## config.mk

```make
export PLATFORM = sky130hd
export DESIGN_NAME = fault_inject_seq
export DESIGN_NICKNAME = d
export VERILOG_FILES = /design/src/rtl/fault_inject_seq.sv
export SDC_FILE = /design/constraint.sdc
export NUM_CORES = 1
export LEC_CHECK = 0
export ABC_AREA = 1
export CAP_MARGIN = 20
export CORE_MARGIN = 2
export CORE_UTILIZATION = 55
export CTS_CLUSTER_SIZE = 16
export DETAILED_ROUTE_END_ITERATION = 16
export GPL_ROUTABILITY_DRIVEN = 0
export HOLD_SLACK_MARGIN = 0.05
export PLACE_DENSITY = 0.87
export SYNTH_ARGS = -nofsm -noshare
export SYNTH_HDL_FRONTEND = slang
export SYNTH_SLANG_ARGS = --single-unit
```

## constraint.sdc

```tcl
create_clock -name CLK -period 3.33 [get_ports CLK]
set_clock_uncertainty 0.05 [all_clocks]
set_input_delay 0.4995 -clock CLK [delete_from_list [all_inputs] [get_ports CLK]]
set_output_delay 0.4995 -clock CLK [all_outputs]
set_load 0.1 [all_outputs]
```

## src/rtl/fault_inject_seq.sv

```systemverilog
// Fault-injection sequencer: after a programmable delay it drives one cell override
// (stuck-at-0, stuck-at-1 or bit-flip) for a programmable number of cycles.
module fault_inject_seq #(
  parameter int unsigned N_TGT = 8,
  parameter int unsigned CNT_W = 16,
  localparam int unsigned TW   = (N_TGT > 1) ? $clog2(N_TGT) : 1
) (
  input  logic             CLK,
  input  logic             RST_N,
  input  logic             START,
  input  logic             ABORT,
  input  logic [TW-1:0]    TGT,
  input  logic [1:0]       MODE,
  input  logic [CNT_W-1:0] DELAY,
  input  logic [CNT_W-1:0] DURATION,
  input  logic [N_TGT-1:0] OBS,
  output logic [N_TGT-1:0] FORCE_F,
  output logic [N_TGT-1:0] FORCE_V,
  output logic             BUSY,
  output logic             DONE
);

  typedef enum logic [1:0] {StIdle, StArm, StInject, StFinish} state_e;

  state_e           state_q;
  logic [TW-1:0]    tgt_q;
  logic [1:0]       mode_q;
  logic [CNT_W-1:0] dur_q;
  logic [CNT_W-1:0] cnt_q;
  logic             flip_q;
  logic [N_TGT-1:0] force_f_q;
  logic [N_TGT-1:0] force_v_q;
  logic             busy_q;
  logic             done_q;

  logic [TW-1:0] tgt_sel;
  logic          obs_bit;
  logic          inj_val;

  // In IDLE the target is not yet latched, so a zero-delay bit-flip samples via TGT.
  assign tgt_sel = (state_q == StIdle) ? TGT : tgt_q;

  always_comb begin
    obs_bit = 1'b0;
    for (int i = 0; i < N_TGT; i++) begin
      if (int'(tgt_sel) == i) obs_bit = OBS[i];
    end
  end

  always_comb begin
    unique case (mode_q)
      2'b01:   inj_val = 1'b1;
      2'b10:   inj_val = flip_q;
      default: inj_val = 1'b0;
    endcase
  end

  // Outputs are registered from the current state, so they trail the state by one edge.
  always_ff @(posedge CLK or negedge RST_N) begin
    if (!RST_N) begin
      state_q   <= StIdle;
      tgt_q     <= '0;
      mode_q    <= 2'b00;
      dur_q     <= '0;
      cnt_q     <= '0;
      flip_q    <= 1'b0;
      force_f_q <= '0;
      force_v_q <= '0;
      busy_q    <= 1'b0;
      done_q    <= 1'b0;
    end else begin
      force_f_q <= '0;
      force_v_q <= '0;
      busy_q    <= ((state_q == StArm) || (state_q == StInject)) && !ABORT;
      done_q    <= (state_q == StFinish);
      if ((state_q == StInject) && !ABORT) begin
        // Out-of-range targets match no index and leave the override idle.
        for (int i = 0; i < N_TGT; i++) begin
          if (int'(tgt_q) == i) begin
            force_f_q[i] <= 1'b1;
            force_v_q[i] <= inj_val;
          end
        end
      end

      unique case (state_q)
        StIdle: begin
          if (START && !ABORT) begin
            tgt_q  <= TGT;
            mode_q <= MODE;
            dur_q  <= DURATION;
            if (DELAY != '0) begin
              state_q <= StArm;
              cnt_q   <= DELAY;
            end else if (DURATION != '0) begin
              state_q <= StInject;
              cnt_q   <= DURATION;
              flip_q  <= ~obs_bit;
            end else begin
              state_q <= StFinish;
            end
          end
        end
        StArm: begin
          if (ABORT) begin
            state_q <= StFinish;
            cnt_q   <= '0;
          end else if (cnt_q == CNT_W'(1)) begin
            if (dur_q != '0) begin
              state_q <= StInject;
              cnt_q   <= dur_q;
              flip_q  <= ~obs_bit;
            end else begin
              state_q <= StFinish;
              cnt_q   <= '0;
            end
          end else begin
            cnt_q <= cnt_q - CNT_W'(1);
          end
        end
        StInject: begin
          if (ABORT || (cnt_q == CNT_W'(1))) begin
            state_q <= StFinish;
            cnt_q   <= '0;
          end else begin
            cnt_q <= cnt_q - CNT_W'(1);
          end
        end
        StFinish: state_q <= StIdle;
        default:  state_q <= StIdle;
      endcase
    end
  end

  assign FORCE_F = force_f_q;
  assign FORCE_V = force_v_q;
  assign BUSY    = busy_q;
  assign DONE    = done_q;

endmodule
```

# Word-level counts from Yosys, hierarchy flattened
# Index checks and enable logic that the tools add are counted.
# word_totals
ff_bits	58
latchBits	0
mem_bits_rw	0
mem_bits_ro	0
inputBits	49
output_inout_bits	18
wordCells	110
memories	0
# classes
n_addsub	1
multipliers	0
div	0
order_cmp	0
eq_ne	29
shift	0
n_mux	51
bitwise_logic	1
reduce_logical	18
# ops
op	count
2-to-1 mux 16 bit	7
case mux 16 bit (3 select lines)	1
nonzero test 16 bit	3
2-to-1 mux 1 bit	32
== test 3 bit (second input constant)	8
== test 16 x 1 -> 1 bit (second input constant)	1
2-to-1 mux 8 bit	2
subtractor 16 x 1 -> 16 bit (second input constant)	1
== test 3 x 2 -> 1 bit (second input constant)	4
2-to-1 mux 2 bit	5
inequality test 2 x 1 -> 1 bit (second input constant)	5
case mux 2 bit (4 select lines)	1
AND reduction 7 bit	1
== test 2 bit (second input constant)	3
== test 3 x 1 -> 1 bit (second input constant)	2
zero test 3 bit	2
AND reduction 3 bit	2
== test 2 x 1 -> 1 bit (second input constant)	2
inequality test 2 bit (second input constant)	2
case mux 1 bit (2 select lines)	2
logical AND 1 bit	3
2-to-1 mux 3 bit	1
inequality test 3 x 1 -> 1 bit (second input constant)	1
inequality test 3 x 2 -> 1 bit (second input constant)	1
7 further kinds	8

# Logic depth before layout (Yosys ltp)
# Gate-level depths: netlist (run 1).
# depth
depth_word	16
ltp_mapped	12
ltp_nobuf	11

# Least setup slack after synthesis (run 1)
# Ideal clock, no wire load.
# synth_path
kind	flip-flop to flip-flop
from	reg state_q[0]
to	reg cnt_q[11]
setup_ns	0.121
t_arrival_ns	1.470
slack_ns	1.689
path_stages_with_launch	9
path_buffers	2
cell_sequence	dfrtp_1 inv_1 ha_1 buf_2 inv_1 clkbuf_1 nor2_1 nand2_1 a21oi_1
# synth_between
elab_chain_cells	3
word_cells_on_any_way	8
cone_classes	eq/ne (4); mux (1); reduce/logical (3)
# synth_lines
item	line	rtl
start: declaration	25	state_e state_q;
start signal: assignment	61	state_q <= StIdle;
start signal: assignment	93	state_q <= StArm;
start signal: assignment	96	state_q <= StInject;
zero test 2 bit (tied with other cells)	86	unique case (state_q)
inequality test 3 x 1 -> 1 bit (no line) (tied with other cells)	n/a	
AND reduction 3 bit (no line)	n/a	
end signal: assignment	111	cnt_q <= dur_q;
end signal: assignment	118	cnt_q <= cnt_q - CNT_W'(1);
end signal: assignment	126	cnt_q <= cnt_q - CNT_W'(1);
end: declaration	29	logic [CNT_W-1:0] cnt_q;
# Parallel ways exist; a longest one is shown, timed or not.
# A chain may end at the register's enable or synchronous reset.

# Final worst setup path (run 1)
# layout_path
from	in DELAY[12]
to	reg cnt_q[6]
# layout_between
elab_chain_cells	4
word_cells_on_any_way	6
cone_classes	eq/ne (1); mux (3); reduce/logical (2)
# layout_lines
item	line	rtl
start: declaration	14	input logic [CNT_W-1:0] DELAY,
nonzero test 16 bit (*)	92	if (DELAY != '0) begin
2-to-1 mux 16 bit	92	
2-to-1 mux 16 bit	88	if (START && !ABORT) begin
case mux 16 bit (3 select lines)	86	
# Mark *: on every way between the ends. The rest lies on a longest branch, timed or not. The select of a mux whose other input is x is not followed.

==> results of run 1 <==
==> report_power, final <==
part           leakage (uW)  switching [uW]  total (uW)  internal, uW
Sequential         0.000740             271        1240           973
Clock              0.000106             310         736           426
Combinational       0.00131            1410        2110           705
Total               0.00216            1990        4090          2100
==> per-layer routing <==
metal,global-route usage,up-vias,wire [um]
met5,0,-,0
met4,0.137,0,320
met3,0.0649,33,958
met2,0.469,219,4730
met1,0.374,1738,4030
li1,-,1780,-
==> logic make-up after synthesis <==
group           Yosys count  share of synthesized area
fa+ha+maj                 9                     0.0317
xor+xnor                  5                     0.0123
compound gates           59                     0.0872
buf+inv                  75                     0.0869
simple gates            311                      0.371
flops                    58                      0.408
mux                       1                    0.00317
==> worst max-delay path: stages <==
cell	delay, ns
clkdlybuf4s50_1	0.44
nor2_1	0.18
nand2_1	0.11
nor2_4	0.17
nand3_1	0.12
o21ai_2	0.58
buf_6	0.25
a21oi_1	0.05
nand2_1	0.13
nand2_1	0.06
==> through the flow <==
step / cell area, um2 / setup slack [ns] / std cells
after floorplan: 3560 / 1.69 / 518
after global placement: 4260 / 0.595 / 650
after detailed placement: 4260 / 0.462 / 650
after CTS: 4480 / 0.785 / 666
after global routing: 4490 / 0.790 / 667
final: 4490 / 0.905 / 667
==> how the worst max path moves through the flow <==
stage | from | endpoint | slack [ns]
floorplan | state_q[0] | cnt_q[11] | 1.69
global placement | DELAY[12] | cnt_q[13] | 0.60
detailed placement | DELAY[12] | cnt_q[7] | 0.46
CTS | state_q[0] | cnt_q[7] | 0.79
global route | state_q[1] | cnt_q[6] | 0.79
finish | DELAY[12] | cnt_q[6] | 0.91
==> cells in the mapped netlist, types with 3 or more instances <==
| master | count |
|---|---|
| a21oi_1 | 23 |
| inv_1 | 58 |
| nand2_1 | 138 |
| nor3_1 | 10 |
| clkbuf_1 | 6 |
| buf_2 | 4 |
| xnor2_1 | 3 |
| nor2_4 | 3 |
| o21ai_1 | 4 |
| o21ai_0 | 26 |
| nand3_1 | 43 |
| nand4_1 | 17 |
| ha_1 | 9 |
| nor2_1 | 95 |
| dfrtp_1 | 58 |
==> flip-flops by register name, summed over array words and instances (netlist names) <==
name     count
BUSY         1
DONE         1
flip_q       1
cnt_q       16
state_q      2
FORCE_V      8
mode_q       2
tgt_q        3
FORCE_F      8
dur_q       16
==> layout make-up <==
type                       count  area, um2  share of cell area
clock inverter                 7        101              0.0226
timing repair buffer          71        697               0.155
sequential                    58       1450               0.323
inverter                      60        225              0.0501
tap                           77       96.3              0.0214
multi-input combinational    385       1800               0.400
clock buffer                   9        124              0.0276
==> flow_summary.json, run 1 <==
{
  "netlist-cell-type-count": 30,
  "cts_buffer_depth": 2,
  "async_reset_ff_frac": 1.00,
  "vias_per_std_cell": 5.65,
  "leading_cell_types_in_the_layout_fill_and_taps_excluded": "nand2_1, nor2_1, clkdlybuf4s50_1, dfrtp_1, inv_1",
  "io_buffer_count": 66,
  "cts_num_sinks": 58,
  "flow.area_growth_from_synthesis_pct": 26.3,
  "final_core_utilization": 0.711,
  "vias": 3770,
  "synth_nets": 576,
  "start_util": 0.563,
  "synth_enable_flop_cells": 0,
  "core_region_area_um2": 6310,
  "worstMarginPinSlew_ns": 0.975,
  "crit_path_start_kind": "primary input",
  "avgRoutedWirePerCell_um": 15.1,
  "slew-limit-headroom": 0.348,
  "grt_first_pass_wirelength_um": 16300,
  "ir_worst_vdd_v": 0.000694,
  "dp_hpwl_um": 7440,
  "worst_case_reg_to_reg_path_depth": 8,
  "routed_wl_um": 10000,
  "ys_seq_elements": 58,
  "floorplan.die.width_um": 84.4,
  "fmaxAchievable_mhz": 412,
  "synth-seq-area-share": 0.408,
  "clock_tree_from_tritoncts": "yes",
  "die_outline_area_um2": 7130,
  "leakagePower_uw": 0.00216,
  "min-delay-path-class": "primary input to asynchronous set/reset pin",
  "worst-setup-path-type": "primary input to register",
  "yosysWarningCount": 0,
  "holdBufCountCts": 0,
  "worstSetupEndpointType": "register",
  "regToRegEndpoint": "cnt_q[6]",
  "clkSlewWorstSetupHoldPaths_ns": 0.07,
  "cp_data_required_time_ns": 3.51,
  "post-route-period-util": 0.728,
  "crit_arrival_ns": 2.60,
  "cts_root_buffer": "clkbuf_8",
  "layout-drive-gt1-share": 0.0576,
  "total_power_uw": 4090,
  "hold_ws_ns": 0.252,
  "synth_top_flop_cell": "dfrtp_1",
  "overflow": 0,
  "detail_route.iter0.violations": 326,
  "rsz0062_at_grt": "false",
  "syn_inst": 518,
  "total_negative_slack_for_setup_checks_ns": 0,
  "report.final.setup_viol": 0,
  "maxSlewViolCount": 0,
  "pwr_density_cell_nw_per_um2": 912,
  "cts-htree-levels": 3,
  "r2r_slack_ns": 0.92,
  "final-hold-violation-count": 0,
  "rows": 29,
  "count_of_inserted_antenna_diode_cells": 0,
  "grt_pass1_vias": 3567,
  "finalCriticalPeriod_ns": 2.42,
  "cts_setup_buffers": 0,
  "grt_use_total": 0.291,
  "result_of_the_run": "complete, no violations",
  "worst-path-max-fanout": 16,
  "antenna_found_initial": 0,
  "detail_route.drc_violations": 0,
  "netlist.top_cell.by_area": "dfrtp_1",
  "numCtsBuffers": 9,
  "insertion_delay_ns": 0.34,
  "max-cap-violations": 0,
  "per_instance_average_area_after_synthesis_um2": 6.87,
  "mostFrequentLayoutCell": "nand2_1",
  "num-fill-cells": 508,
  "firstDrtPassIters": 5,
  "die_h_um": 84.4,
  "nets": 643,
  "mappedNetlistArea_um2": 3560,
  "cells_taking_the_most_area_after_synthesis": "dfrtp_1, nand2_1, nor2_1, inv_1, nand3_1",
  "cts_resized": 0,
  "grt_start_max_net_pins": 43,
  "worst_r2r_startpoint": "state_q[0]",
  "num_io_pins": 67,
  "detail-route-antenna-nets": 0,
  "netlist.area_leader.share": 0.408
}
Note: power is estimated with default switching activity, not from simulation.
==> inputs of run 2 (changes only) <==
--- a/config.mk
+++ b/config.mk
@@ -8,12 +8,12 @@
 export ABC_AREA = 1
 export CAP_MARGIN = 20
 export CORE_MARGIN = 2
-export CORE_UTILIZATION = 55
+export CORE_UTILIZATION = 48
 export CTS_CLUSTER_SIZE = 16
 export DETAILED_ROUTE_END_ITERATION = 16
 export GPL_ROUTABILITY_DRIVEN = 0
 export HOLD_SLACK_MARGIN = 0.05
-export PLACE_DENSITY = 0.87
+export PLACE_DENSITY = 0.8
 export SYNTH_ARGS = -nofsm -noshare
 export SYNTH_HDL_FRONTEND = slang
 export SYNTH_SLANG_ARGS = --single-unit
==> constraint.sdc (replaced) <==
create_clock -name CLK -period 2.05 [get_ports CLK]
set_clock_uncertainty 0.05 [all_clocks]
set_input_delay 0.3075 -clock CLK [delete_from_list [all_inputs] [get_ports CLK]]
set_output_delay 0.3075 -clock CLK [all_outputs]
set_load 0.1 [all_outputs]
==> run 2 against run 1 <==
  * Combinational power up 66%
  * Sequential share of layout area down 0.54 points
  * Count of clock-buffer cells in the layout rose by 1
  * Global-route usage shrank 3.7 points
  * Highest routed layer unchanged
==> flow_summary.json, run 2 (synthesized netlist as in run 1, its figures left out) <==
{
  "result_of_the_run": "complete, no violations",
  "maxSlewViolCount": 0,
  "final-hold-violation-count": 0,
  "setup.worst_path.end": "flip_q",
  "regToRegEndpoint": "flip_q",
  "finalCriticalPeriod_ns": 1.88,
  "rows": 31,
  "critical_path.cell_chain": "inv_1 > ha_1 > buf_4 > o21ai_0 > nand2_1 > nand3_1 > nand2_1 > nand2_1 > nand2_1 > inv_1 > o21ai_1",
  "cp_data_required_time_ns": 2.23,
  "io_buffer_count": 66,
  "worstPathBufferInverterCount": 3,
  "crit_arrival_ns": 2.06,
  "firstDrtPassIters": 7,
  "grt_use_total": 0.254,
  "grt_start_max_net_pins": 35,
  "report.final.setup_viol": 0,
  "crit_path_start_kind": "register",
  "total_negative_slack_for_setup_checks_ns": 0,
  "detailedPlace.worstSlack_ns": 0.0605,
  "core_region_area_um2": 7210,
  "vias_per_std_cell": 5.32,
  "timing.final.ws_setup_ns": 0.169,
  "grt_first_pass_wirelength_um": 16400,
  "r2r_slack_ns": 0.17,
  "start_util": 0.493,
  "num_io_pins": 67,
  "worst_r2r_startpoint": "state_q[0]",
  "worst-setup-path-type": "register to register",
  "flow.area_growth_from_synthesis_pct": 28.4,
  "master_of_the_slowest_instance_on_the_critical_path": "dfrtp_1",
  "count_of_inserted_antenna_diode_cells": 0,
  "dp_hpwl_um": 7700,
  "floorplan.die.width_um": 90.1,
  "clock_tree_from_tritoncts": "yes",
  "overflow": 0,
  "slew-limit-headroom": 0.580,
  "timing.critical_path.mode_cell": "nand2_1",
  "cts_root_buffer": "clkbuf_8",
  "worst_case_reg_to_reg_path_depth": 11,
  "avgRoutedWirePerCell_um": 14.2,
  "non_filler_instances": 698,
  "min-delay-path-class": "primary input to asynchronous set/reset pin",
  "insertion_delay_ns": 0.34,
  "cts_buffer_depth": 2,
  "die_outline_area_um2": 8120,
  "layout-drive-gt1-share": 0.0985,
  "worstMarginPinSlew_ns": 0.628,
  "rsz0062_at_grt": "false",
  "leading_cell_types_in_the_layout_fill_and_taps_excluded": "nand2_1, nor2_1, dfrtp_1, inv_1, clkdlybuf4s50_1",
  "cp_slowest_stage_delay_ns": 0.41,
  "detail_route.iter0.violations": 321,
  "worstSetupEndpointType": "register",
  "critical_path_cell_count": 11,
  "antenna_found_initial": 0,
  "fmaxAchievable_mhz": 532,
  "cts_setup_buffers": 0,
  "crit_family": "flip-flops",
  "max-cap-violations": 0,
  "num-fill-cells": 668,
  "cts-htree-levels": 3,
  "grt_pass1_vias": 3605,
  "leakagePower_uw": 0.00225,
  "die_h_um": 90.1,
  "pwr_density_cell_nw_per_um2": 1460,
  "detail-route-antenna-nets": 0,
  "cts_num_sinks": 58,
  "post-route-period-util": 0.917,
  "routed_wl_um": 9890,
  "ir_worst_vdd_v": 0.000761,
  "worst_setup_path_startpoint": "state_q[0]",
  "clkSlewWorstSetupHoldPaths_ns": 0.07,
  "dp.cells": 682,
  "worst-path-max-fanout": 11,
  "top_registers": "cnt_q (16), dur_q (16)",
  "vias": 3713,
  "numCtsBuffers": 9,
  "nets": 653,
  "detail_route.drc_violations": 0,
  "mostFrequentLayoutCell": "nand2_1"
}
-- run 2: cell count changes in the layout (fill, tap and decap cells not counted), sizes merged --
cell,change
clkinv,-1
inv,-1
dlygate4sd3,+1
clkbuf,+1
buf,+27
clkdlybuf4s50,-18
-- run 2: how the worst min path moves through the flow --
stage | end | slack, ns
finish | dur_q[3] | 0.34
global route | dur_q[1] | 0.37
CTS | dur_q[3] | 0.34
detailed placement | dur_q[1] | 0.17
global placement | dur_q[3] | 0.16
floorplan | BUSY | -0.04
-- run 2: power breakdown --
part / switching, uW / internal [uW]
combinational: 2270 / 1240
sequential: 414 / 1580
clock: 481 / 676
total: 3160 / 3500
-- run 2: cell type report --
type | instances | area [um2] | area share
multi-input cells | 385 | 1800 | 0.393
repair buffers | 81 | 763 | 0.167
flip-flops and latches | 58 | 1450 | 0.318
clock buffers | 10 | 128 | 0.0279
inverters | 60 | 225 | 0.0493
clock inverters | 5 | 80.1 | 0.0175
well taps | 99 | 124 | 0.0271
-- run 2: metal layers --
layer,wire length (um),share of wire,GRT usage,vias to the layer above
met4,380,0.038,0.132,0
met1,3980,0.40,0.301,1686
met2,4820,0.49,0.445,190
met5,0,0,0,-
met3,708,0.072,0.0377,31
li1,-,-,-,1806
-- run 2: stage by stage --
| step | hold WS [ns] | area (um2) | utilization | total power [uW] |
|---|---|---|---|---|
| 6_report | 0.337 | 4570 | 0.633 | 6660 |
| 5_1_grt | 0.371 | 4570 | 0.633 | 7210 |
| 3_3_place_gp | 0.162 | 4350 | 0.603 | 5330 |
| 3_5_place_dp | 0.169 | 4350 | 0.603 | 5450 |
| 4_1_cts | 0.337 | 4570 | 0.633 | 6620 |
| 2_1_floorplan | -0.0381 | 3560 | - | 4500 |
-- run 2: what timing repair did --
item | in CTS | in global routing
endpoints found under the hold margin | 11 | 0
hold buffers | 1 | 0
gates resized for setup | 0 | 1
endpoints found under the setup margin | 0 | 1
==> inputs of run 3 (changes only) <==
--- a/config.mk
+++ b/config.mk
@@ -5,10 +5,9 @@
 export SDC_FILE = /design/constraint.sdc
 export NUM_CORES = 1
 export LEC_CHECK = 0
-export ABC_AREA = 1
 export CAP_MARGIN = 20
 export CORE_MARGIN = 2
-export CORE_UTILIZATION = 48
+export CORE_UTILIZATION = 47
 export CTS_CLUSTER_SIZE = 16
 export DETAILED_ROUTE_END_ITERATION = 16
 export GPL_ROUTABILITY_DRIVEN = 0
==> run 3 against run 2 <==
  * The run now ends with negative setup slack left
  * Fmax fell by 14%
  * Via count fell by 1.5%
  * Worst hold slack got worse by 0.025 ns
  * Routed wire length rose by 33%
  * Global-route usage rose by 4.1 points
  * Cell count fell by 21%
  * First-iteration DRC count rose by 98%
  * Synthesized cell count fell by 40%
  * Critical path type unchanged
  * Critical endpoint is now cnt_q[12]
==> flow_summary.json, run 3 <==
{
  "syn_inst": 312,
  "post-route-period-util": 1.06,
  "rsz0062_at_grt": "true",
  "yosysWarningCount": 0,
  "synth_nets": 370,
  "overflow": 0,
  "fmaxAchievable_mhz": 459,
  "final_area_um2": 5140,
  "ys_top_cells_by_count": "dfrtp_1, nor2_1, mux2_2",
  "result_of_the_run": "complete, but fails checks",
  "most_instantiated_library_cell_after_synthesis": "dfrtp_1",
  "final-hold-violation-count": 0,
  "wl_met3_um": 1450,
  "synth-seq-area-share": 0.433,
  "cts_buffer_depth": 2,
  "flow.area_growth_from_synthesis_pct": 53.5,
  "leading_cell_types_in_the_layout_fill_and_taps_excluded": "buf_4, dfrtp_1, clkdlybuf4s50_1, nor2_1, mux2_2",
  "ys_seq_elements": 58,
  "finalCriticalPeriod_ns": 2.18,
  "antenna_found_initial": 0,
  "grt_start_max_net_pins": 59,
  "pwr_density_cell_nw_per_um2": 1570,
  "wl_met1_um": 4700,
  "vias": 3659,
  "failed_checks": "negative setup slack",
  "worst-setup-path-type": "register to register",
  "top_registers": "cnt_q (16), dur_q (16)",
  "cp_data_required_time_ns": 2.25,
  "count_of_inserted_antenna_diode_cells": 0,
  "crit_arrival_ns": 2.38,
  "worst_setup_path_startpoint": "cnt_q[13]",
  "cts_root_buffer": "clkbuf_8",
  "vias_per_std_cell": 6.62,
  "top_signal_layer_used": "met4",
  "dp_hpwl_um": 7700,
  "worstSetupEndpointType": "register",
  "dp.cells": 530,
  "worstMarginPinSlew_ns": 0.667,
  "synth_enable_flop_cells": 0,
  "insertion_delay_ns": 0.36,
  "max-cap-violations": 0,
  "grt_pass1_vias": 3422,
  "detailed_place.area_um2": 4550,
  "worst-path-max-fanout": 5,
  "netlist.top_cell.by_area": "dfrtp_1",
  "hold_ws_ns": 0.311,
  "per_instance_average_area_after_synthesis_um2": 10.7,
  "timing.final.ws_setup_ns": -0.127,
  "slew-limit-headroom": 0.552,
  "detail_route.drc_violations": 0,
  "netlist.area_leader.share": 0.433,
  "layout-drive-gt1-share": 0.429,
  "io_buffer_count": 66,
  "die_outline_area_um2": 7820,
  "final_core_utilization": 0.753,
  "report.final.setup_viol": 17,
  "clock_tree_from_tritoncts": "yes",
  "routed_wl_um": 13100,
  "met2_length_um": 6180,
  "cells_taking_the_most_area_after_synthesis": "dfrtp_1, mux2_2, ha_1, nor4_1, a211oi_1",
  "min-delay-path-class": "primary input to register",
  "core_region_area_um2": 6830,
  "firstDrtPassIters": 9,
  "avgRoutedWirePerCell_um": 23.7,
  "clkSlewWorstSetupHoldPaths_ns": 0.08,
  "floorplan.die.width_um": 88.4,
  "num-fill-cells": 409,
  "non_filler_instances": 553,
  "start_util": 0.490,
  "crit_path_start_kind": "register",
  "die_h_um": 88.4,
  "mappedNetlistArea_um2": 3350,
  "num_io_pins": 67,
  "nets": 510,
  "maxSlewViolCount": 0,
  "grt_first_pass_wirelength_um": 17300,
  "grt_use_total": 0.295,
  "min-delay-start": "DURATION[1]",
  "detail_route.iter0.violations": 634,
  "async_reset_ff_frac": 1.00,
  "netlist-cell-type-count": 63,
  "cts_num_sinks": 58,
  "ir_worst_vdd_v": 0.00104,
  "synth_top_flop_cell": "dfrtp_1",
  "total_power_uw": 8080,
  "detail-route-antenna-nets": 0,
  "cts-htree-levels": 3,
  "mostFrequentLayoutCell": "buf_4",
  "numCtsBuffers": 9,
  "leakagePower_uw": 0.00223,
  "rows": 30,
  "worst_r2r_startpoint": "cnt_q[13]"
}
## run 3: power by group
| part | switching [uW] | total [uW] | leakage [uW] | internal [uW] |
|---|---|---|---|---|
| clock network | 493 | 1310 | 0.000126 | 819 |
| registers | 555 | 2140 | 0.000735 | 1580 |
| logic | 2480 | 4630 | 0.00137 | 2150 |
| total | 3530 | 8080 | 0.00223 | 4550 |
## run 3: cells by family after synthesis
family / share of synthesized area
and+or+nand+nor: 0.201
AOI/OAI and AO/OA: 0.165
DFF: 0.433
buffers and inverters: 0.0467
muxes: 0.108
adders and majority gates: 0.0336
xor gates and xnor gates: 0.0131
## run 3: per-stage QoR
step / TNS, ns / setup slack [ns]
floorplan: 0 / 0.0402
global placement: -6.39 / -0.403
detailed placement: -7.71 / -0.445
CTS: -0.0465 / -0.0360
global route: -2.05 / -0.181
finish: -1.19 / -0.127
## run 3: cell type report
type	count	area [um2]	area share
multi-input combinational	223	2000	0.389
sequential	58	1450	0.282
timing repair buffer	148	1270	0.248
clock buffer	13	179	0.0348
tap	96	120	0.0233
clock inverter	3	68.8	0.0134
inverter	12	48.8	0.00948
## run 3: metal layers
metal  GRT usage  vias up
met4       0.131        0
met3      0.0998      103
met2       0.461      333
li1            -     1476
met1       0.373     1747
met5           0        -
## run 3: what timing repair did
action / in CTS / in global routing
hold endpoints to repair: 58 / 0
resized for setup: 17 / 49
cloned: 0 / 1
buffers inserted: 0 / 5
pin swaps: 3 / 15
endpoints found under the setup margin: 19 / 28
hold buffers: 1 / 0
## run 3: final timing paths
kind                        endpoint  cells after the start  slack, ns
max in group asynchronous   cnt_q[0]                      3       1.23
setup reg to reg           cnt_q[12]                      7      -0.13
min in group asynchronous   tgt_q[0]                      3       0.44
hold reg to reg               flip_q                      1       0.50
setup / recovery           cnt_q[12]                      7      -0.13
hold / removal              dur_q[1]                      3       0.31
## run 3: worst max-delay path: stages, from the launching register on
cell and delay [ns]:
dfrtp_1 0.45, buf_4 0.17, nor4_1 0.34, and4_4 0.36, and3b_2 0.23, buf_6 0.13
a221oi_4 0.06, o31ai_2 0.28
